<file path="src/rtl/multicycle_control_pkg.sv">
// rtl/multicycle_control_pkg.sv - state codes, opcodes and datapath control encodings
package multicycle_control_pkg;

    typedef enum logic [3:0] {
        S_FETCH     = 4'd0,
        S_DECODE    = 4'd1,
        S_MEM_ADDR  = 4'd2,
        S_MEM_READ  = 4'd3,
        S_MEM_WB    = 4'd4,
        S_MEM_WRITE = 4'd5,
        S_EXEC_R    = 4'd6,
        S_R_WB      = 4'd7,
        S_BRANCH    = 4'd8,
        S_JUMP      = 4'd9,
        S_EXEC_I    = 4'd10,
        S_I_WB      = 4'd11,
        S_JAL       = 4'd12,
        S_INVALID   = 4'd15
    } state_t;

    localparam logic [5:0] OP_RTYPE = 6'b000000;
    localparam logic [5:0] OP_J     = 6'b000010;
    localparam logic [5:0] OP_JAL   = 6'b000011;
    localparam logic [5:0] OP_BEQ   = 6'b000100;
    localparam logic [5:0] OP_BNE   = 6'b000101;
    localparam logic [5:0] OP_ADDI  = 6'b001000;
    localparam logic [5:0] OP_ADDIU = 6'b001001;
    localparam logic [5:0] OP_SLTI  = 6'b001010;
    localparam logic [5:0] OP_SLTIU = 6'b001011;
    localparam logic [5:0] OP_ANDI  = 6'b001100;
    localparam logic [5:0] OP_ORI   = 6'b001101;
    localparam logic [5:0] OP_LUI   = 6'b001111;
    localparam logic [5:0] OP_LW    = 6'b100011;
    localparam logic [5:0] OP_SW    = 6'b101011;

    typedef enum logic [2:0] {
        ALU_ADD, ALU_SUB, ALU_FUNCT, ALU_AND, ALU_OR, ALU_SLT, ALU_SLTU, ALU_LUI
    } aluop_t;

    typedef enum logic [1:0] {PCSRC_ALU, PCSRC_ALUOUT, PCSRC_JUMP} pcsrc_t;
    typedef enum logic [1:0] {SRCB_REG, SRCB_FOUR, SRCB_IMM, SRCB_IMM_SH2} srcb_t;
    typedef enum logic [1:0] {RD_RT, RD_RD, RD_RA} regdst_t;
    typedef enum logic [1:0] {M2R_ALUOUT, M2R_MDR, M2R_PC} memtoreg_t;

    typedef struct packed {
        logic      pc_write;
        logic      pc_write_cond;
        logic      branch_ne;
        logic      i_or_d;
        logic      mem_read;
        logic      mem_write;
        logic      ir_write;
        logic      alu_src_a;
        logic      reg_write;
        pcsrc_t    pc_source;
        srcb_t     alu_src_b;
        regdst_t   reg_dst;
        memtoreg_t mem_to_reg;
        aluop_t    alu_op;
        logic      instr_done;
        logic      illegal_op;
    } ctrl_t;

    // Codes above the last defined state collapse onto one value that decodes to no outputs.
    function automatic state_t to_state(input logic [31:0] s);
        if (s > 32'd12)
            return S_INVALID;
        return state_t'(s[3:0]);
    endfunction

    function automatic logic is_imm_op(input logic [5:0] op);
        case (op)
            OP_ADDI, OP_ADDIU, OP_SLTI, OP_SLTIU,
            OP_ANDI, OP_ORI, OP_LUI: return 1'b1;
            default:                 return 1'b0;
        endcase
    endfunction

    function automatic aluop_t imm_aluop(input logic [5:0] op);
        case (op)
            OP_ANDI:  return ALU_AND;
            OP_ORI:   return ALU_OR;
            OP_SLTI:  return ALU_SLT;
            OP_SLTIU: return ALU_SLTU;
            OP_LUI:   return ALU_LUI;
            default:  return ALU_ADD;
        endcase
    endfunction

endpackage

</file>
<file path="src/rtl/multicycle_control_if.sv">
// rtl/multicycle_control_if.sv - controller to datapath signal bundle
interface multicycle_control_if #(
    parameter int STATE_W = 4
);
    logic [5:0]         opcode;
    logic               mem_ready;
    logic               PCWrite;
    logic               PCWriteCond;
    logic               BranchNe;
    logic               IorD;
    logic               MemRead;
    logic               MemWrite;
    logic               IRWrite;
    logic               ALUSrcA;
    logic               RegWrite;
    logic [1:0]         PCSource;
    logic [1:0]         ALUSrcB;
    logic [1:0]         RegDst;
    logic [1:0]         MemtoReg;
    logic [2:0]         ALUOp;
    logic [STATE_W-1:0] state;
    logic               instr_done;
    logic               illegal_op;

    modport master (
        input  opcode, mem_ready,
        output PCWrite, PCWriteCond, BranchNe, IorD, MemRead, MemWrite, IRWrite,
               ALUSrcA, RegWrite, PCSource, ALUSrcB, RegDst, MemtoReg, ALUOp,
               state, instr_done, illegal_op
    );

    modport slave (
        output opcode, mem_ready,
        input  PCWrite, PCWriteCond, BranchNe, IorD, MemRead, MemWrite, IRWrite,
               ALUSrcA, RegWrite, PCSource, ALUSrcB, RegDst, MemtoReg, ALUOp,
               state, instr_done, illegal_op
    );
endinterface

</file>
<file path="src/rtl/multicycle_out_decode.sv">
// rtl/multicycle_out_decode.sv - combinational state/opcode to datapath control decode
module multicycle_out_decode
    import multicycle_control_pkg::*;
(
    input  state_t     cur,
    input  logic [5:0] opcode,
    input  logic       mem_ready,
    output ctrl_t      ctrl
);

    always_comb begin
        ctrl = '0;
        case (cur)
            S_FETCH: begin
                ctrl.mem_read  = 1'b1;
                ctrl.alu_src_b = SRCB_FOUR;
                ctrl.alu_op    = ALU_ADD;
                ctrl.ir_write  = mem_ready;
                ctrl.pc_write  = mem_ready;
                ctrl.pc_source = PCSRC_ALU;
            end
            S_DECODE: begin
                ctrl.alu_src_b  = SRCB_IMM_SH2;
                ctrl.alu_op     = ALU_ADD;
                ctrl.illegal_op = !(opcode == OP_RTYPE || opcode == OP_LW || opcode == OP_SW ||
                                    opcode == OP_BEQ || opcode == OP_BNE || opcode == OP_J ||
                                    opcode == OP_JAL || is_imm_op(opcode));
            end
            S_MEM_ADDR: begin
                ctrl.alu_src_a = 1'b1;
                ctrl.alu_src_b = SRCB_IMM;
                ctrl.alu_op    = ALU_ADD;
            end
            S_MEM_READ: begin
                ctrl.mem_read = 1'b1;
                ctrl.i_or_d   = 1'b1;
            end
            S_MEM_WB: begin
                ctrl.reg_write  = 1'b1;
                ctrl.reg_dst    = RD_RT;
                ctrl.mem_to_reg = M2R_MDR;
                ctrl.instr_done = 1'b1;
            end
            S_MEM_WRITE: begin
                ctrl.mem_write  = 1'b1;
                ctrl.i_or_d     = 1'b1;
                ctrl.instr_done = mem_ready;
            end
            S_EXEC_R: begin
                ctrl.alu_src_a = 1'b1;
                ctrl.alu_src_b = SRCB_REG;
                ctrl.alu_op    = ALU_FUNCT;
            end
            S_R_WB: begin
                ctrl.reg_write  = 1'b1;
                ctrl.reg_dst    = RD_RD;
                ctrl.mem_to_reg = M2R_ALUOUT;
                ctrl.instr_done = 1'b1;
            end
            S_BRANCH: begin
                ctrl.alu_src_a     = 1'b1;
                ctrl.alu_src_b     = SRCB_REG;
                ctrl.alu_op        = ALU_SUB;
                ctrl.pc_write_cond = 1'b1;
                ctrl.pc_source     = PCSRC_ALUOUT;
                ctrl.branch_ne     = (opcode == OP_BNE);
                ctrl.instr_done    = 1'b1;
            end
            S_JUMP: begin
                ctrl.pc_write   = 1'b1;
                ctrl.pc_source  = PCSRC_JUMP;
                ctrl.instr_done = 1'b1;
            end
            S_EXEC_I: begin
                ctrl.alu_src_a = 1'b1;
                ctrl.alu_src_b = SRCB_IMM;
                ctrl.alu_op    = imm_aluop(opcode);
            end
            S_I_WB: begin
                // ALU op stays asserted so the ALUOut path is stable during writeback
                ctrl.reg_write  = 1'b1;
                ctrl.reg_dst    = RD_RT;
                ctrl.mem_to_reg = M2R_ALUOUT;
                ctrl.alu_op     = imm_aluop(opcode);
                ctrl.instr_done = 1'b1;
            end
            S_JAL: begin
                ctrl.reg_write  = 1'b1;
                ctrl.reg_dst    = RD_RA;
                ctrl.mem_to_reg = M2R_PC;
                ctrl.pc_write   = 1'b1;
                ctrl.pc_source  = PCSRC_JUMP;
                ctrl.instr_done = 1'b1;
            end
            default: ctrl = '0;
        endcase
    end

endmodule

</file>
<file path="src/rtl/multicycle_control.sv">
// rtl/multicycle_control.sv - multicycle processor control FSM
module multicycle_control
    import multicycle_control_pkg::*;
#(
    parameter int STATE_W = 4
) (
    input  logic                 clk,
    input  logic                 rst_n,
    multicycle_control_if.master bus
);

    logic [STATE_W-1:0] state_q;
    logic [STATE_W-1:0] state_d;
    state_t             cur;
    state_t             nxt;
    ctrl_t              dec;
    ctrl_t              ctrl;

    assign cur = to_state(32'(state_q));

    always_ff @(posedge clk or negedge rst_n) begin
        if (!rst_n)
            state_q <= STATE_W'(S_FETCH);
        else
            state_q <= state_d;
    end

    always_comb begin
        nxt = S_FETCH;
        case (cur)
            S_FETCH:     nxt = bus.mem_ready ? S_DECODE : S_FETCH;
            S_DECODE: begin
                case (bus.opcode)
                    OP_RTYPE:      nxt = S_EXEC_R;
                    OP_LW, OP_SW:  nxt = S_MEM_ADDR;
                    OP_BEQ, OP_BNE: nxt = S_BRANCH;
                    OP_J:          nxt = S_JUMP;
                    OP_JAL:        nxt = S_JAL;
                    default:       nxt = is_imm_op(bus.opcode) ? S_EXEC_I : S_FETCH;
                endcase
            end
            S_MEM_ADDR:  nxt = (bus.opcode == OP_LW) ? S_MEM_READ : S_MEM_WRITE;
            S_MEM_READ:  nxt = bus.mem_ready ? S_MEM_WB : S_MEM_READ;
            S_MEM_WRITE: nxt = bus.mem_ready ? S_FETCH : S_MEM_WRITE;
            S_EXEC_R:    nxt = S_R_WB;
            S_EXEC_I:    nxt = S_I_WB;
            default:     nxt = S_FETCH;
        endcase
        state_d = STATE_W'(nxt);
    end

    multicycle_out_decode u_decode (
        .cur       (cur),
        .opcode    (bus.opcode),
        .mem_ready (bus.mem_ready),
        .ctrl      (dec)
    );

    // Reset gates the decode directly so FETCH's MemRead is not visible while rst_n is low.
    always_comb begin
        if (rst_n)
            ctrl = dec;
        else
            ctrl = '0;
    end

    assign bus.PCWrite     = ctrl.pc_write;
    assign bus.PCWriteCond = ctrl.pc_write_cond;
    assign bus.BranchNe    = ctrl.branch_ne;
    assign bus.IorD        = ctrl.i_or_d;
    assign bus.MemRead     = ctrl.mem_read;
    assign bus.MemWrite    = ctrl.mem_write;
    assign bus.IRWrite     = ctrl.ir_write;
    assign bus.ALUSrcA     = ctrl.alu_src_a;
    assign bus.RegWrite    = ctrl.reg_write;
    assign bus.PCSource    = ctrl.pc_source;
    assign bus.ALUSrcB     = ctrl.alu_src_b;
    assign bus.RegDst      = ctrl.reg_dst;
    assign bus.MemtoReg    = ctrl.mem_to_reg;
    assign bus.ALUOp       = ctrl.alu_op;
    assign bus.instr_done  = ctrl.instr_done;
    assign bus.illegal_op  = ctrl.illegal_op;
    assign bus.state       = state_q;

endmodule

</file>
<file path="src/flat_wrapper.sv">
// flat-port wrapper written by rule: the top's interface ports become plain ports
module multicycle_control_flat import multicycle_control_pkg::*;
#(
    parameter int STATE_W = 4
)
  (clk, rst_n, bus_opcode, bus_mem_ready, bus_PCWrite, bus_PCWriteCond, bus_BranchNe, bus_IorD, bus_MemRead, bus_MemWrite, bus_IRWrite, bus_ALUSrcA, bus_RegWrite, bus_PCSource, bus_ALUSrcB, bus_RegDst, bus_MemtoReg, bus_ALUOp, bus_state, bus_instr_done, bus_illegal_op);
  multicycle_control_if #(.STATE_W(STATE_W)) bus_i ();
  input  logic clk;
  input  logic rst_n;
  input wire logic [$bits(bus_i.opcode)-1:0] bus_opcode;
  input wire logic [$bits(bus_i.mem_ready)-1:0] bus_mem_ready;
  output wire logic [$bits(bus_i.PCWrite)-1:0] bus_PCWrite;
  output wire logic [$bits(bus_i.PCWriteCond)-1:0] bus_PCWriteCond;
  output wire logic [$bits(bus_i.BranchNe)-1:0] bus_BranchNe;
  output wire logic [$bits(bus_i.IorD)-1:0] bus_IorD;
  output wire logic [$bits(bus_i.MemRead)-1:0] bus_MemRead;
  output wire logic [$bits(bus_i.MemWrite)-1:0] bus_MemWrite;
  output wire logic [$bits(bus_i.IRWrite)-1:0] bus_IRWrite;
  output wire logic [$bits(bus_i.ALUSrcA)-1:0] bus_ALUSrcA;
  output wire logic [$bits(bus_i.RegWrite)-1:0] bus_RegWrite;
  output wire logic [$bits(bus_i.PCSource)-1:0] bus_PCSource;
  output wire logic [$bits(bus_i.ALUSrcB)-1:0] bus_ALUSrcB;
  output wire logic [$bits(bus_i.RegDst)-1:0] bus_RegDst;
  output wire logic [$bits(bus_i.MemtoReg)-1:0] bus_MemtoReg;
  output wire logic [$bits(bus_i.ALUOp)-1:0] bus_ALUOp;
  output wire logic [$bits(bus_i.state)-1:0] bus_state;
  output wire logic [$bits(bus_i.instr_done)-1:0] bus_instr_done;
  output wire logic [$bits(bus_i.illegal_op)-1:0] bus_illegal_op;
  assign bus_i.opcode = bus_opcode;
  assign bus_i.mem_ready = bus_mem_ready;
  assign bus_PCWrite = bus_i.PCWrite;
  assign bus_PCWriteCond = bus_i.PCWriteCond;
  assign bus_BranchNe = bus_i.BranchNe;
  assign bus_IorD = bus_i.IorD;
  assign bus_MemRead = bus_i.MemRead;
  assign bus_MemWrite = bus_i.MemWrite;
  assign bus_IRWrite = bus_i.IRWrite;
  assign bus_ALUSrcA = bus_i.ALUSrcA;
  assign bus_RegWrite = bus_i.RegWrite;
  assign bus_PCSource = bus_i.PCSource;
  assign bus_ALUSrcB = bus_i.ALUSrcB;
  assign bus_RegDst = bus_i.RegDst;
  assign bus_MemtoReg = bus_i.MemtoReg;
  assign bus_ALUOp = bus_i.ALUOp;
  assign bus_state = bus_i.state;
  assign bus_instr_done = bus_i.instr_done;
  assign bus_illegal_op = bus_i.illegal_op;
  multicycle_control #(.STATE_W(STATE_W)) u_core (.clk(clk), .rst_n(rst_n), .bus(bus_i));
endmodule
</file>
<file path="config.mk">
export PLATFORM = sky130hd
export DESIGN_NAME = multicycle_control_flat
export DESIGN_NICKNAME = d
export VERILOG_FILES = /design/src/rtl/multicycle_control_pkg.sv /design/src/rtl/multicycle_control_if.sv /design/src/rtl/multicycle_out_decode.sv /design/src/rtl/multicycle_control.sv /design/src/flat_wrapper.sv
export SDC_FILE = /design/constraint.sdc
export NUM_CORES = 1
export LEC_CHECK = 0
export BUFFER_PORTS_ARGS = -buffer_cell sky130_fd_sc_hd__buf_2
export CAP_MARGIN = 20
export CORE_UTILIZATION = 48
export CTS_BUF_LIST = sky130_fd_sc_hd__clkbuf_8
export CTS_CLUSTER_SIZE = 28
export DETAILED_ROUTE_END_ITERATION = 12
export GPL_ROUTABILITY_DRIVEN = 0
export PLACE_DENSITY = 0.84
export SYNTH_ARGS = -nofsm -noshare
export SYNTH_HDL_FRONTEND = slang
export SYNTH_SLANG_ARGS = --single-unit
</file>
<file path="constraint.sdc">
create_clock -name clk -period 1.4 [get_ports clk]
set_input_delay 0.14 -clock clk [delete_from_list [all_inputs] [get_ports clk]]
set_output_delay 0.14 -clock clk [all_outputs]
set_load 0.03 [all_outputs]
</file>
==> metrics.log, run 1 <==
[metrics] number of buffers added by the clock tree synthesis step: 3
[metrics] post-DP HPWL: 2110 µm
[metrics] post-synth net total: 120
[metrics] post-synth cell types: 43
[metrics] top-count cell post-synth: sky130_fd_sc_hd__nor2_1
[metrics] number of enable flip-flop cells after synthesis: 0
[metrics] Area contributors post-synth: sky130_fd_sc_hd__dfrtp_1, sky130_fd_sc_hd__nor2_1, sky130_fd_sc_hd__nand3_1
[metrics] CTS Hold Bufs: 1
[metrics] initial standard-cell utilization of the core: 0.545
[metrics] first error message: [ERROR DPL-0038] Utilization greater than 100%, impossible to legalize
[metrics] most common library cells after synthesis: sky130_fd_sc_hd__nor2_1, sky130_fd_sc_hd__nand2_1, sky130_fd_sc_hd__nand3_1
[metrics] total of warnings raised by yosys: 0
[metrics] async set or reset register ratio after synthesis: 1.00
[metrics] post-CTS sizing: 46
[metrics] syn avg cell area: 6.71 µm²
[metrics] count of input and output buffers: 34
[metrics] number of cell rows: 13
[metrics] sequential area share after synthesis: 0.134
[metrics] result of the run: aborted with a tool error
[metrics] cells after synthesis: 111
[metrics] stage where the run ended: clock tree synthesis
[metrics] total placed instance area: 1220 µm²
[metrics] die extent in y: 41.4 µm
[metrics] Max Buffers Root-to-Sink: 2
[metrics] count of boundary I/O pins: 35
[metrics] flops & latches, synth: 4
[metrics] largest area contributor in the synthesized netlist: sky130_fd_sc_hd__dfrtp_1
[metrics] CTS H-tree depth: 1
[metrics] Synth top area share: 0.134
[metrics] clock net sink count: 4
[metrics] die width: 41.4 µm
[metrics] CTS Root Buffer Type: sky130_fd_sc_hd__clkbuf_8
[metrics] Synth Flop Type: sky130_fd_sc_hd__dfrtp_1
[metrics] summed instance area of the synthesized netlist: 744 µm²
[metrics] Post-CTS Setup Repair Bufs: 8
[cell families after synthesis]
group	count (synthesis)	synth area share
compound gates	27	0.264
xor+xnor	2	0.0235
buf+inv	17	0.136
flops	4	0.134
mux	1	0.0134
simple gates	60	0.429
[stage by stage]
step                      setup TNS [ps]  worst slack, ps  std cells  hold slack, ps
after global placement             -35.1            -25.4        173             178
after detailed placement            -215            -53.0        173             175
after floorplan                    -1540             -327        111            -156
==> inputs of run 2 (changes only) <==
CORE_AREA = 2 2 63 65   (was not set)
CORE_UTILIZATION = not set   (was 48)
CTS_BUF_LIST = not set   (was sky130_fd_sc_hd__clkbuf_8)
CTS_CLUSTER_SIZE = not set   (was 28)
DIE_AREA = 0 0 65 67   (was not set)
PLACE_DENSITY = not set   (was 0.84)
PLACE_DENSITY_LB_ADDON = 0.15   (was not set)
==> run 2 against run 1 <==
Effect of this change:
- the flow now finishes, with violations (negative setup slack)
- synthesized cell count is the same
- synthesized area is the same
==> metrics.log, run 2 <==
[metrics] result of the run: complete, but fails checks
[metrics] violations in the final reports: negative setup slack
[metrics] cells on worst reg2reg path: 6
[metrics] CTS H-tree depth: 1
[metrics] Post-Place Setup Slack: -59.5 ps
[metrics] initial standard-cell utilization of the core: 0.206
[metrics] number of vias per cell: 4.65
[metrics] Final Hold Viols: 0
[metrics] via count of the first global-routing pass: 1093
[metrics] clock net sink count: 4
[metrics] count of maximum capacitance violations: 0
[metrics] largest area contributor in the synthesized netlist: sky130_fd_sc_hd__dfrtp_1
[metrics] share of power burned in the clock network: 0.092
[metrics] Clock Pin Slew Worst Setup and Hold Paths: 30 ps
[metrics] worst path arrival time: 1500 ps
[metrics] total vias in the final route: 1061
[metrics] maximum fanout count along the critical path: 8
[metrics] n_diodes: 0
[metrics] Post-Route Setup TNS: -2590 ps
[metrics] most common library cells after synthesis: sky130_fd_sc_hd__nor2_1, sky130_fd_sc_hd__nand2_1, sky130_fd_sc_hd__nand3_1
[metrics] Max Buffers Root-to-Sink: 2
[metrics] nature of the critical path startpoint: flip-flop
[metrics] number of antenna violations at the first check in global routing: 0
[metrics] clock latency at the later pin of the worst-skew pair: 210 ps
[metrics] Final Net Count: 191
[metrics] complex-gate fraction of the synthesized area: 0.264
[metrics] adder-cell share of the synthesized area: 0
[metrics] Filler cells: 349
[metrics] power density over the cells: 1490 nW/µm²
[metrics] drt first-iter violations: 29
[metrics] least setup slack across all paths after layout: -245 ps
[metrics] core box area: 3610 µm²
[metrics] multiplexer share of the synthesized area: 0.0134
[metrics] Post-Synth Simple-Gate Area: 0.429
[metrics] total of warnings raised by yosys: 0
[metrics] origin of the worst min-delay path: bus_opcode[4]
[metrics] Final period util: 1.17
[metrics] xor and xnor area share after synthesis: 0.0235
[metrics] switch share: 0.455
[metrics] die width: 65 µm
[metrics] number of enable flip-flop cells after synthesis: 0
[metrics] first-pass iteration count of the detailed router: 5
[metrics] flops & latches, synth: 4
[metrics] Slew HR: 0.714
[metrics] cells along the critical path: nor2_4 -> nand2_4 -> nor4_4 -> or2_4 -> buf_6
[metrics] FF-to-FF Start: u_core.bus.state[2]$_DFF_PN0_
[metrics] summed instance area of the synthesized netlist: 744 µm²
[metrics] flip-flop count of the largest register, all copies and words added: 4
[metrics] die extent in y: 67 µm
[metrics] post-route design area: 1750 µm²
[metrics] worst reg2reg path endpoint: u_core.bus.state[0]$_DFF_PN0_
[metrics] critical path class: flip-flop to primary output
[metrics] cell type of the slowest stage on the worst timing path: sky130_fd_sc_hd__dfrtp_2
[metrics] top-count cell post-synth: sky130_fd_sc_hd__nor2_1
[metrics] net switching power figure: 0.00119 W
[metrics] routed wire length: 2860 µm
[metrics] Power, Total: 0.00261 W
[metrics] Synth top area share: 0.134
[metrics] largest net degree at the start of global routing: 12
[metrics] post-synth cell types: 43
[metrics] remaining antenna violation count after routing: 0
[metrics] overall track demand over capacity in global routing: 0.141
[metrics] type of the most critical hold path: input pin to flip-flop
[metrics] number of buffers added by the clock tree synthesis step: 3
[metrics] Logic pwr share: 0.824
[metrics] dominant combinational cell family by area after synthesis: simple AND/OR/NAND/NOR gates
[metrics] worst endpoint required time: 1260 ps
[metrics] number of cell rows: 22
[metrics] DRC violation count after routing: 0
[metrics] Synth Flop Type: sky130_fd_sc_hd__dfrtp_1
[metrics] count of boundary I/O pins: 35
[metrics] CTS Root Buffer Type: sky130_fd_sc_hd__clkbuf_8
[metrics] async set or reset register ratio after synthesis: 1.00
[metrics] most frequent cells in the layout: sky130_fd_sc_hd__buf_4, sky130_fd_sc_hd__buf_6, sky130_fd_sc_hd__buf_2
[metrics] syn avg cell area: 6.71 µm²
[metrics] die area: 4360 µm²
[metrics] post-synth net total: 120
[metrics] Area growth, synth to finish: 135%
[metrics] kind of end point of the critical path: primary output
[metrics] maximum cell stage delay along the critical path: 480 ps
[metrics] first-pass GRT wire length: 4840 µm
[metrics] cells after synthesis: 111
[metrics] VDD IR-drop max: 467 µV
[metrics] fraction of layout instances using a drive strength above 1: 0.728
[metrics] # setup viols final: 21
[metrics] Worst Max-Slew Pin Slew: 428 ps
[metrics] sequential area share after synthesis: 0.134
[metrics] maximum frequency from static timing analysis: 608 MHz
[metrics] setup repair after global routing missed its margin: yes
[metrics] total placed instance area: 1320 µm²
[metrics] portion of total power attributed to sequential cells: 0.084
[metrics] gr ovfl total: 0
[metrics] post-DP HPWL: 2270 µm
[metrics] clock tree from TritonCTS: built
[metrics] number of pins exceeding their max-slew limit in the final report: 0
[metrics] internal portion of total power: 0.00142 W
[metrics] Hold Path Cell Cnt: 3
[metrics] Clock Skews: 0.928 ps
[metrics] leading cell type in the layout, fill and taps excluded: sky130_fd_sc_hd__buf_4
[metrics] standby leakage power: 0.739 nW
[metrics] Wirelength per Cell: 12.5 µm
[metrics] reg2reg setup slack: 0 ps
[metrics] shortest period the worst path allows: 1640 ps
[metrics] Area contributors post-synth: sky130_fd_sc_hd__dfrtp_1, sky130_fd_sc_hd__nor2_1, sky130_fd_sc_hd__nand3_1
[metrics] Hold Path Sink: u_core.bus.state[1]$_DFF_PN0_
[metrics] count of input and output buffers: 34
run 2: cell counts after synthesis:
Identical to the previous run, type by type.
run 2: timing repair:
item                                   CTS  global route
endpoints found under the hold margin    4             0
gates resized for setup                 63            13
buffers inserted                         9             2
setup endpoints to repair               22            25
hold buffers                             1             0
pin swaps                                7             5
run 2: area by class of cell:
type	count	area, µm²	share of cell area
Clock buffer	3	41.3	0.0236
Sequential cell	4	105	0.0600
Timing Repair Buffer	77	663	0.379
Tap cell	48	60.1	0.0343
Multi-Input combinational cell	90	856	0.489
Inverter	6	25.0	0.0143
run 2: how the worst max path moves through the flow:
stage | startpoint | endpoint | slack, ps
after detailed placement | u_core.bus.state[2]$_DFF_PN0_ | bus_ALUOp[0] | -60
final | u_core.bus.state[2]$_DFF_PN0_ | bus_PCWrite | -240
after CTS | u_core.bus.state[2]$_DFF_PN0_ | bus_ALUOp[0] | -240
after global placement | u_core.bus.state[2]$_DFF_PN0_ | bus_ALUOp[0] | -50
after global routing | u_core.bus.state[2]$_DFF_PN0_ | bus_PCWrite | -300
after floorplan | u_core.bus.state[2]$_DFF_PN0_ | bus_PCWrite | -330
run 2: logic make-up after synthesis:
| group | Yosys count |
|---|---|
| AO/OA/AOI/OAI | 27 |
| XOR/XNOR | 2 |
| buffers and inverters | 17 |
| flip-flops | 4 |
| multiplexers | 1 |
| AND/OR/NAND/NOR | 60 |
run 2: power groups by stage:
stage                     sequential (W)  combinational, W  clock, W
after global routing            0.000227           0.00229  0.000257
after floorplan                 0.000256          0.000972         0
after global placement          0.000215           0.00152         0
after detailed placement        0.000221           0.00153         0
final                           0.000220           0.00215  0.000240
after CTS                       0.000216           0.00204  0.000248
run 2: layer usage:
metal  vias up  routed length, µm  GRT usage
li1        535                  -          -
met1       502               1170      0.157
met2        24               1560      0.273
met3         0                121     0.0169
met4         0                  0     0.0505
met5         -                  0          0
run 2: worst max-delay path, delay by kind of cell, from the launching register on:
family	cells	cell delay [ps]
DFF	1	480
and+or+nand+nor	4	690
buffers and inverters	1	120
run 2: metrics by stage:
step	hold slack (ps)	cells	util
2_1_floorplan	-156	111	-
3_3_place_gp	108	213	0.367
3_5_place_dp	113	213	0.367
4_1_cts	319	226	0.467
5_1_grt	362	228	0.485
6_report	332	228	0.485
Note: power is estimated with default switching activity, not from simulation.
